===== src/rtl/mem_arb_pkg.sv =====
// Shared types and helpers for the unified-memory port arbiter.
package mem_arb_pkg;

    typedef enum logic [1:0] {ARB_IDLE, ARB_REQ, ARB_WAIT} arb_state_t;
    typedef enum logic {OWN_I, OWN_D} arb_owner_t;

    localparam logic [3:0] BE_WORD = 4'hF;

    // A full-word access must be word aligned; partial-lane accesses may sit anywhere.
    function automatic logic word_misaligned(input logic [31:0] addr, input logic [3:0] be);
        return (addr[1:0] != 2'b00) && (be == BE_WORD);
    endfunction

endpackage


===== src/rtl/mem_port_arbiter_if.sv =====
// Bundle of the fetch, load/store and memory handshakes around the arbiter.
interface mem_port_arbiter_if;

    logic        i_req;
    logic [31:0] i_addr;
    logic        i_gnt;
    logic        i_rvalid;
    logic [31:0] i_rdata;

    logic        d_req;
    logic        d_we;
    logic [3:0]  d_be;
    logic [31:0] d_addr;
    logic [31:0] d_wdata;
    logic        d_gnt;
    logic        d_rvalid;
    logic [31:0] d_rdata;

    logic        m_req;
    logic        m_we;
    logic [3:0]  m_be;
    logic [31:0] m_addr;
    logic [31:0] m_wdata;
    logic        m_gnt;
    logic        m_rvalid;
    logic [31:0] m_rdata;

    logic        err;

    // Arbiter view: requests and memory responses come in, grants and memory commands go out.
    modport slave (
        input  i_req, i_addr, d_req, d_we, d_be, d_addr, d_wdata, m_gnt, m_rvalid, m_rdata,
        output i_gnt, i_rvalid, i_rdata, d_gnt, d_rvalid, d_rdata,
        output m_req, m_we, m_be, m_addr, m_wdata, err
    );

    // Environment view: core requesters plus the memory device.
    modport master (
        output i_req, i_addr, d_req, d_we, d_be, d_addr, d_wdata, m_gnt, m_rvalid, m_rdata,
        input  i_gnt, i_rvalid, i_rdata, d_gnt, d_rvalid, d_rdata,
        input  m_req, m_we, m_be, m_addr, m_wdata, err
    );

endinterface


===== src/rtl/arb_starve_ctr.sv =====
// Saturating count of fetch-side arbitration losses; forces a fetch win at the limit.
module arb_starve_ctr #(
    parameter int STARVE_LIMIT = 4
) (
    input  logic clk,
    input  logic reset,
    input  logic inc,
    input  logic clr,
    output logic force_i
);

    localparam int CW = $clog2(STARVE_LIMIT + 1);
    localparam logic [CW-1:0] LIMIT = CW'(STARVE_LIMIT);

    logic [CW-1:0] count;

    // Clear wins over increment; hold at the limit until the fetch side is served.
    always_ff @(posedge clk or posedge reset) begin
        if (reset) begin
            count <= '0;
        end else if (clr) begin
            count <= '0;
        end else if (inc && (count != LIMIT)) begin
            count <= count + 1'b1;
        end
    end

    assign force_i = (count >= LIMIT);

endmodule


===== src/rtl/mem_port_arbiter.sv =====
// Shares one single-port memory between instruction fetch (I) and load/store (D),
// one transaction outstanding at a time.
module mem_port_arbiter
    import mem_arb_pkg::*;
#(
    parameter int STARVE_LIMIT = 4
) (
    input  logic                clk,
    input  logic                reset,
    mem_port_arbiter_if.slave   bus
);

    arb_state_t  state;
    arb_state_t  state_next;
    arb_owner_t  owner;
    logic [31:2] lat_addr;
    logic        lat_we;
    logic [3:0]  lat_be;
    logic [31:0] lat_wdata;
    logic        grant_i;
    logic        grant_d;
    logic        force_i;
    logic        err_set;
    logic        err_q;

    arb_starve_ctr #(.STARVE_LIMIT(STARVE_LIMIT)) u_starve (
        .clk     (clk),
        .reset   (reset),
        .inc     (grant_d && bus.i_req),
        .clr     (grant_i),
        .force_i (force_i)
    );

    // Arbitrate only in IDLE: D has priority unless the fetch side has starved too long.
    always_comb begin
        grant_i = 1'b0;
        grant_d = 1'b0;
        if (state == ARB_IDLE) begin
            if (bus.d_req && !(bus.i_req && force_i)) begin
                grant_d = 1'b1;
            end else if (bus.i_req) begin
                grant_i = 1'b1;
            end
        end
    end

    // State register.
    always_ff @(posedge clk or posedge reset) begin
        if (reset) begin
            state <= ARB_IDLE;
        end else begin
            state <= state_next;
        end
    end

    // Next-state: IDLE grants, REQ waits for address acceptance, WAIT waits for the response.
    always_comb begin
        state_next = state;
        case (state)
            ARB_IDLE: if (grant_i || grant_d) state_next = ARB_REQ;
            ARB_REQ:  if (bus.m_gnt)          state_next = ARB_WAIT;
            ARB_WAIT: if (bus.m_rvalid)       state_next = ARB_IDLE;
            default:                          state_next = ARB_IDLE;
        endcase
    end

    // Capture the winner's request so the requester may drop it right after the grant.
    always_ff @(posedge clk or posedge reset) begin
        if (reset) begin
            owner     <= OWN_I;
            lat_addr  <= '0;
            lat_we    <= 1'b0;
            lat_be    <= '0;
            lat_wdata <= '0;
        end else if (grant_d) begin
            owner     <= OWN_D;
            lat_addr  <= bus.d_addr[31:2];
            lat_we    <= bus.d_we;
            lat_be    <= bus.d_be;
            lat_wdata <= bus.d_wdata;
        end else if (grant_i) begin
            owner     <= OWN_I;
            lat_addr  <= bus.i_addr[31:2];
            lat_we    <= 1'b0;
            lat_be    <= BE_WORD;
            lat_wdata <= '0;
        end
    end

    // Protocol violations are only flagged; they never steer the FSM.
    assign err_set = (bus.m_rvalid && (state != ARB_WAIT))
                   || (bus.m_gnt && (state != ARB_REQ))
                   || (grant_i && word_misaligned(bus.i_addr, BE_WORD))
                   || (grant_d && word_misaligned(bus.d_addr, bus.d_be));

    // Sticky error flag, cleared only by reset.
    always_ff @(posedge clk or posedge reset) begin
        if (reset) begin
            err_q <= 1'b0;
        end else if (err_set) begin
            err_q <= 1'b1;
        end
    end

    assign bus.i_gnt    = grant_i;
    assign bus.d_gnt    = grant_d;
    assign bus.m_req    = (state == ARB_REQ);
    assign bus.m_addr   = {lat_addr, 2'b00};
    assign bus.m_we     = lat_we;
    assign bus.m_be     = lat_be;
    assign bus.m_wdata  = lat_wdata;
    assign bus.i_rvalid = (state == ARB_WAIT) && bus.m_rvalid && (owner == OWN_I);
    assign bus.d_rvalid = (state == ARB_WAIT) && bus.m_rvalid && (owner == OWN_D);
    assign bus.i_rdata  = bus.m_rdata;
    assign bus.d_rdata  = bus.m_rdata;
    assign bus.err      = err_q;

endmodule

===== src/flat_wrapper.sv =====
// flat-port wrapper written by rule: the top's interface ports become plain ports
module mem_port_arbiter_flat import mem_arb_pkg::*;
#(
    parameter int STARVE_LIMIT = 4
)
  (clk, reset, bus_i_req, bus_i_addr, bus_d_req, bus_d_we, bus_d_be, bus_d_addr, bus_d_wdata, bus_m_gnt, bus_m_rvalid, bus_m_rdata, bus_i_gnt, bus_i_rvalid, bus_i_rdata, bus_d_gnt, bus_d_rvalid, bus_d_rdata, bus_m_req, bus_m_we, bus_m_be, bus_m_addr, bus_m_wdata, bus_err);
  mem_port_arbiter_if bus_i ();
  input  logic clk;
  input  logic reset;
  input wire logic [$bits(bus_i.i_req)-1:0] bus_i_req;
  input wire logic [$bits(bus_i.i_addr)-1:0] bus_i_addr;
  input wire logic [$bits(bus_i.d_req)-1:0] bus_d_req;
  input wire logic [$bits(bus_i.d_we)-1:0] bus_d_we;
  input wire logic [$bits(bus_i.d_be)-1:0] bus_d_be;
  input wire logic [$bits(bus_i.d_addr)-1:0] bus_d_addr;
  input wire logic [$bits(bus_i.d_wdata)-1:0] bus_d_wdata;
  input wire logic [$bits(bus_i.m_gnt)-1:0] bus_m_gnt;
  input wire logic [$bits(bus_i.m_rvalid)-1:0] bus_m_rvalid;
  input wire logic [$bits(bus_i.m_rdata)-1:0] bus_m_rdata;
  output wire logic [$bits(bus_i.i_gnt)-1:0] bus_i_gnt;
  output wire logic [$bits(bus_i.i_rvalid)-1:0] bus_i_rvalid;
  output wire logic [$bits(bus_i.i_rdata)-1:0] bus_i_rdata;
  output wire logic [$bits(bus_i.d_gnt)-1:0] bus_d_gnt;
  output wire logic [$bits(bus_i.d_rvalid)-1:0] bus_d_rvalid;
  output wire logic [$bits(bus_i.d_rdata)-1:0] bus_d_rdata;
  output wire logic [$bits(bus_i.m_req)-1:0] bus_m_req;
  output wire logic [$bits(bus_i.m_we)-1:0] bus_m_we;
  output wire logic [$bits(bus_i.m_be)-1:0] bus_m_be;
  output wire logic [$bits(bus_i.m_addr)-1:0] bus_m_addr;
  output wire logic [$bits(bus_i.m_wdata)-1:0] bus_m_wdata;
  output wire logic [$bits(bus_i.err)-1:0] bus_err;
  assign bus_i.i_req = bus_i_req;
  assign bus_i.i_addr = bus_i_addr;
  assign bus_i.d_req = bus_d_req;
  assign bus_i.d_we = bus_d_we;
  assign bus_i.d_be = bus_d_be;
  assign bus_i.d_addr = bus_d_addr;
  assign bus_i.d_wdata = bus_d_wdata;
  assign bus_i.m_gnt = bus_m_gnt;
  assign bus_i.m_rvalid = bus_m_rvalid;
  assign bus_i.m_rdata = bus_m_rdata;
  assign bus_i_gnt = bus_i.i_gnt;
  assign bus_i_rvalid = bus_i.i_rvalid;
  assign bus_i_rdata = bus_i.i_rdata;
  assign bus_d_gnt = bus_i.d_gnt;
  assign bus_d_rvalid = bus_i.d_rvalid;
  assign bus_d_rdata = bus_i.d_rdata;
  assign bus_m_req = bus_i.m_req;
  assign bus_m_we = bus_i.m_we;
  assign bus_m_be = bus_i.m_be;
  assign bus_m_addr = bus_i.m_addr;
  assign bus_m_wdata = bus_i.m_wdata;
  assign bus_err = bus_i.err;
  mem_port_arbiter #(.STARVE_LIMIT(STARVE_LIMIT)) u_core (.clk(clk), .reset(reset), .bus(bus_i));
endmodule

===== config.mk =====
export PLATFORM = sky130hd
export DESIGN_NAME = mem_port_arbiter_flat
export DESIGN_NICKNAME = d
export VERILOG_FILES = /design/src/rtl/mem_arb_pkg.sv /design/src/rtl/mem_port_arbiter_if.sv /design/src/rtl/arb_starve_ctr.sv /design/src/rtl/mem_port_arbiter.sv /design/src/flat_wrapper.sv
export SDC_FILE = /design/constraint.sdc
export NUM_CORES = 1
export LEC_CHECK = 0
export CAP_MARGIN = 40
export CORE_MARGIN = 1
export CORE_UTILIZATION = 25
export DETAILED_ROUTE_END_ITERATION = 10
export HOLD_SLACK_MARGIN = 0.02
export PLACE_DENSITY_LB_ADDON = 0.08
export SLEW_MARGIN = 15
export SYNTH_ARGS = -nofsm -noshare
export SYNTH_HDL_FRONTEND = slang
export SYNTH_SLANG_ARGS = --single-unit

===== constraint.sdc =====
create_clock -name clk -period 2.4 [get_ports clk]
set_input_delay 0.48 -clock clk [delete_from_list [all_inputs] [get_ports clk]]
set_output_delay 0.48 -clock clk [all_outputs]
set_load 0.02 [all_outputs]

Yosys cells after proc, flatten, opt, wreduce, memory -nomap -nowiden. Index checks and enable logic that the tools add are counted.

Register bits: 74. Input port bits: 139.

Add/subtract/negate cells: 1. Order comparisons: 1. Equal/unequal tests: 9. Multiplexer cells: 20. Bitwise operators: 1. Reduce and logical (&&, ||, !) cells: 23.

Operator list (number): 32-bit 2-to-1 mux (2); 30-bit 2-to-1 mux (2); 1-bit logical AND (12); 1-bit 2-to-1 mux (8); 4-bit 2-to-1 mux (2); 2-bit != test, second input constant (4); 2-bit nonzero test (4); 2-bit 2-to-1 mux (3); 3-bit 2-to-1 mux (2); 2-bit one-hot mux with 3 select lines (1); 4-bit == test, second input constant (1); 1-bit logical OR (4); 3-bit by 1-bit adder with 3-bit output, second input constant (1); 3-bit >= comparator, second input constant (1); 3-bit != test, second input constant (1); 3-bit AND reduction (1); 2-bit by 1-bit == test with 1-bit output, second input constant (1); 2-bit == test, second input constant (1); 2-bit zero test (1); 2-bit by 1-bit != test with 1-bit output, second input constant (1); 1-bit zero test (1); 1-bit NOT (1).

Logic depth before layout (Yosys ltp). Gate-level depths: netlist of the first run.

Depth in word-level cells: 10. Depth in mapped cells: 5. Gate-level depth less buffers: 4.

Modules after synthesis. A second synthesis of the first run with hierarchy kept.

Cell total of the unflattened synthesis: 341. Area, all modules: 3975.1 sq um.

By module, submodules not included: mem_port_arbiter (times used 1, cells each 322, area each 3781.1 sq um, sequential area each 1776.7 sq um); arb_starve_ctr (times used 1, cells each 19, area each 193.9 sq um, sequential area each 75.1 sq um).

Least setup slack after synthesis of the first run. OpenSTA, ideal clock, no wires.

Kind: input to output. Start: input port bus_i_req. End: output port bus_i_gnt. Arrival: 1.464 ns. Data required time: 1.920 ns. Path slack: 0.456 ns. Stages on the path: 4. Cells stage by stage: or3b_1 > buf_2 > buf_2 > nor2_1.

Longest elaborated chain between the ends: 5. Elaborated cells on any way between the ends: 6. Those cells by class: 3 x mux; 3 x reduce/logical.

Ends and longest elaborated chain: start, declared (line flat_wrapper.sv:10) `input wire logic [$bits(bus_i.i_req)-1:0] bus_i_req;`; 1-bit logical AND (line mem_port_arbiter.sv:39) `if (bus.d_req && !(bus.i_req && force_i)) begin`; 1-bit zero test (line mem_port_arbiter.sv:39); 1-bit logical AND (line mem_port_arbiter.sv:39); 1-bit 2-to-1 mux (*) (line mem_port_arbiter.sv:39); 1-bit 2-to-1 mux (*) (line mem_port_arbiter.sv:38) `if (state == ARB_IDLE) begin`; end, declared (line flat_wrapper.sv:20) `output wire logic [$bits(bus_i.i_gnt)-1:0] bus_i_gnt;`.

Every way passes the cells marked *; elsewhere a longest branch is shown, timed or not.

Worst setup path in the final report of the first run. Ends and elaborated chain as after synthesis.

==> impl_metrics.toml, run 1 <==
[cts]
post_cts.repair.setup_buffers = 0
path_clk_slew_ns = 0.06
cts_resized = 1
clock_path_buffers = 2
cts_hold_buffers = 0
clock_insertion_delay_at_the_later_pin_of_the_skew_report_ns = 0.33
cts_inserted_buffers = 9
clock-root-buffer = "sky130_fd_sc_hd__clkbuf_16"
htree_levels = 3
clkSinkCount = 74
cts_tree = "yes"

[sta]
rsz0062_at_grt = "no"
finalHoldViolCount = 0
maxSlewViolCount = 0
worst_slack_ns = 0.1015
fin_hold_ws_ns = 0.4887
fmax_ghz = 0.4351
period_minus_slack_ns = 2.298
setup_violations = 0
min_period_over_period_pct = 95.77
fin_skew_ns = 0.004744

[global_routing]
antenna_violations_before_repair = 0
global_route.usage.total_pct = 14.51
pin_count_of_the_biggest_net_entering_global_routing = 75
grt.overflow.total = 0
grt_first_pass_wirelength_um = 15900
grt_pass1_vias = 2909

[logic_synthesis]
netlist_top_cells_area = "sky130_fd_sc_hd__dfrtp_1 (53%), sky130_fd_sc_hd__buf_4 (14%), sky130_fd_sc_hd__a221o_1 (8.5%), sky130_fd_sc_hd__a22o_1 (8.2%), sky130_fd_sc_hd__nor3b_1 (6.6%)"
synth-seq-area-share_pct = 52.50
synth-async-reset-ratio_pct = 100.0
netlist.top_cell.by_area = "sky130_fd_sc_hd__dfrtp_1"
post-synth-top-area-fraction_pct = 52.50
yosysUniqueCellTypes = 31
synth.cells.most_frequent = "sky130_fd_sc_hd__dfrtp_1 (74), sky130_fd_sc_hd__buf_4 (66), sky130_fd_sc_hd__a22o_1 (33), sky130_fd_sc_hd__nor3b_1 (31), sky130_fd_sc_hd__a221o_1 (30)"
ys_dominant_reg_cell = "sky130_fd_sc_hd__dfrtp_1"
synth_cells = 298
yosysMostFrequentCell = "sky130_fd_sc_hd__dfrtp_1"
syn_area_cell_um2 = 11.84
ys_seq_elements = 74
yosys_warnings = 0
edff_count_synth = 0
syn_area_um2 = 3527

[worst_hold_path]
worst_hold_path_type = "reg2reg"

[layout]
synthToLayoutAreaGrowth_pct = 53.67
antenna_cells = 0
layout-drive-gt1-share_pct = 8.095
layout.nets = 556

[setup_path]
timing.critical_path.to_type = "output port"
category_of_the_worst_setup_path_launch_point = "primary input"
arrival_ns = 1.82
crit_required_ns = 1.92
setup_cp_type = "in2out"
crit_path_max_fanout = 2

[drt]
dr.pass1.iters = 6
final_wl_um = 10420
drc_errors = 0
detail_route.vias_per_cell = 4.602
detail_route.iter0.violations = 89
final_antenna_net_count = 0
routed-via-count = 2761
routedWlPerCell_um = 17.36

[floorplanning]
design.die.area_um2 = 14590
die_height_um = 120.8
rows = 43
ioPinCount = 278
core_region_area_um2 = 13830
die_width_um = 120.8
starting_density_of_the_core_pct = 25.51

[placed_design]
portBuffers = 179
place_ws_ns = -0.1810
place.detailed.hpwl_um = 6760
final_estimated_routing_congestion_in_global_placement = 0.7588

[run]
drv.max_cap_violation_count = 0

[power_and_ir_drop]
cellLeakagePower_nw = 2.236
power-per-cell-area_nw_per_um2 = 1268
power.ir.vdd_worst_v = 0.0004582

[outcome]
status = "finished, final reports clean"
registers in the layout (all words and copies together) (netlist names):
name and count:
u_core.lat_addr 30, u_core.bus.err 1, u_core.bus.m_be 4, u_core.u_starve.count 3, u_core.bus.m_wdata 32, u_core.state 2, u_core.owner 1, u_core.bus.m_we 1
cell type report:
class                   instances  area, um2
clock buffers                  10      239.0
clock inverters                 6      80.08
fillers                      1334       8407
inverters                       5      20.02
multi-input cells             134       1089
flip-flops and latches         74       1852
well taps                     180      225.2
repair buffers                191       1916
final timing paths:
| path | start | end | slack, ns | depth (start not counted) |
|---|---|---|---|---|
| max in group asynchronous | reset | u_core.bus.m_wdata[31] | 1.53 | 3 |
| hold / removal | u_core.bus.m_be[1] | u_core.bus.m_be[1] | 0.49 | 1 |
| min in group asynchronous | reset | u_core.bus.m_wdata[19] | 0.55 | 3 |
| setup reg to reg | u_core.state[1] | u_core.bus.err | 0.67 | 4 |
| hold reg to reg | u_core.bus.m_be[1] | u_core.bus.m_be[1] | 0.49 | 1 |
| setup / recovery | bus_i_req | bus_i_gnt | 0.10 | 4 |
worst max-delay path, stage by stage:
cell                              delay (ns)
sky130_fd_sc_hd__clkdlybuf4s50_1        0.47
sky130_fd_sc_hd__or3b_1                 0.37
sky130_fd_sc_hd__nor2_1                 0.15
sky130_fd_sc_hd__dlygate4sd2_1          0.35
layer usage:
layer,GRT usage [%],wire (um),up-vias
li1,-,-,1265
met1,17.91,4696,1341
met2,22.41,4576,133
met3,5.236,912,22
met4,6.867,230,0
met5,0,0,-
cell usage in the layout, fill, tap and decap left out, types with 2 or more instances in the layout:
| cell type | synthesis | layout |
|---|---|---|
| sky130_fd_sc_hd__a221o_1 | 30 | 30 |
| sky130_fd_sc_hd__a22o_1 | 33 | 33 |
| sky130_fd_sc_hd__buf_12 | 0 | 3 |
| sky130_fd_sc_hd__buf_4 | 66 | 10 |
| sky130_fd_sc_hd__bufinv_16 | 0 | 2 |
| sky130_fd_sc_hd__clkbuf_16 | 0 | 9 |
| sky130_fd_sc_hd__clkdlybuf4s50_1 | 0 | 177 |
| sky130_fd_sc_hd__clkinv_2 | 0 | 5 |
| sky130_fd_sc_hd__conb_1 | 1 | 2 |
| sky130_fd_sc_hd__dfrtp_1 | 74 | 74 |
| sky130_fd_sc_hd__ha_1 | 2 | 2 |
| sky130_fd_sc_hd__inv_1 | 4 | 3 |
| sky130_fd_sc_hd__nand2_1 | 8 | 8 |
| sky130_fd_sc_hd__nand2b_1 | 2 | 2 |
| sky130_fd_sc_hd__nor2_1 | 4 | 4 |
| sky130_fd_sc_hd__nor3b_1 | 31 | 31 |
| sky130_fd_sc_hd__o21ai_0 | 4 | 4 |
| sky130_fd_sc_hd__o22a_1 | 4 | 4 |
cell families (layout without fill, tap and decap cells):
kind of cell	Yosys count	after routing	synth area share [%]
flops	74	74	52.50
buf+inv	91	212	17.28
other cells	1	2	0.1063
compound gates	78	78	19.69
simple gates	52	52	9.720
fa+ha+maj	2	2	0.7094
power breakdown:
group          total [W]  switching [W]  internal (W)
Clock            0.00145       0.000519      0.000931
Combinational    0.00331        0.00164       0.00167
Sequential       0.00211       0.000314       0.00180
metrics by stage:
step / power, W / cells / TNS [ns] / util, % / instance area (um2)
CTS: 0.006985 / 600 / 0 / 39.20 / 5420
detailed placement: 0.005477 / 584 / -0.1810 / 36.90 / 5102
global route: 0.007273 / 600 / 0 / 39.20 / 5420
finish: 0.006875 / 600 / 0 / 39.20 / 5420
global placement: 0.005473 / 584 / -0.1895 / 36.90 / 5102
floorplan: 0.003962 / 299 / 0 / - / 3531
Note: power is estimated with default switching activity, not from simulation.
==> run 2, diff against run 1 <==
Settings changed: SKIP_LAST_GASP set to 1.
==> results of run 2 <==
Same layout as run 1: the final DEF is identical, and so are final timing and power.
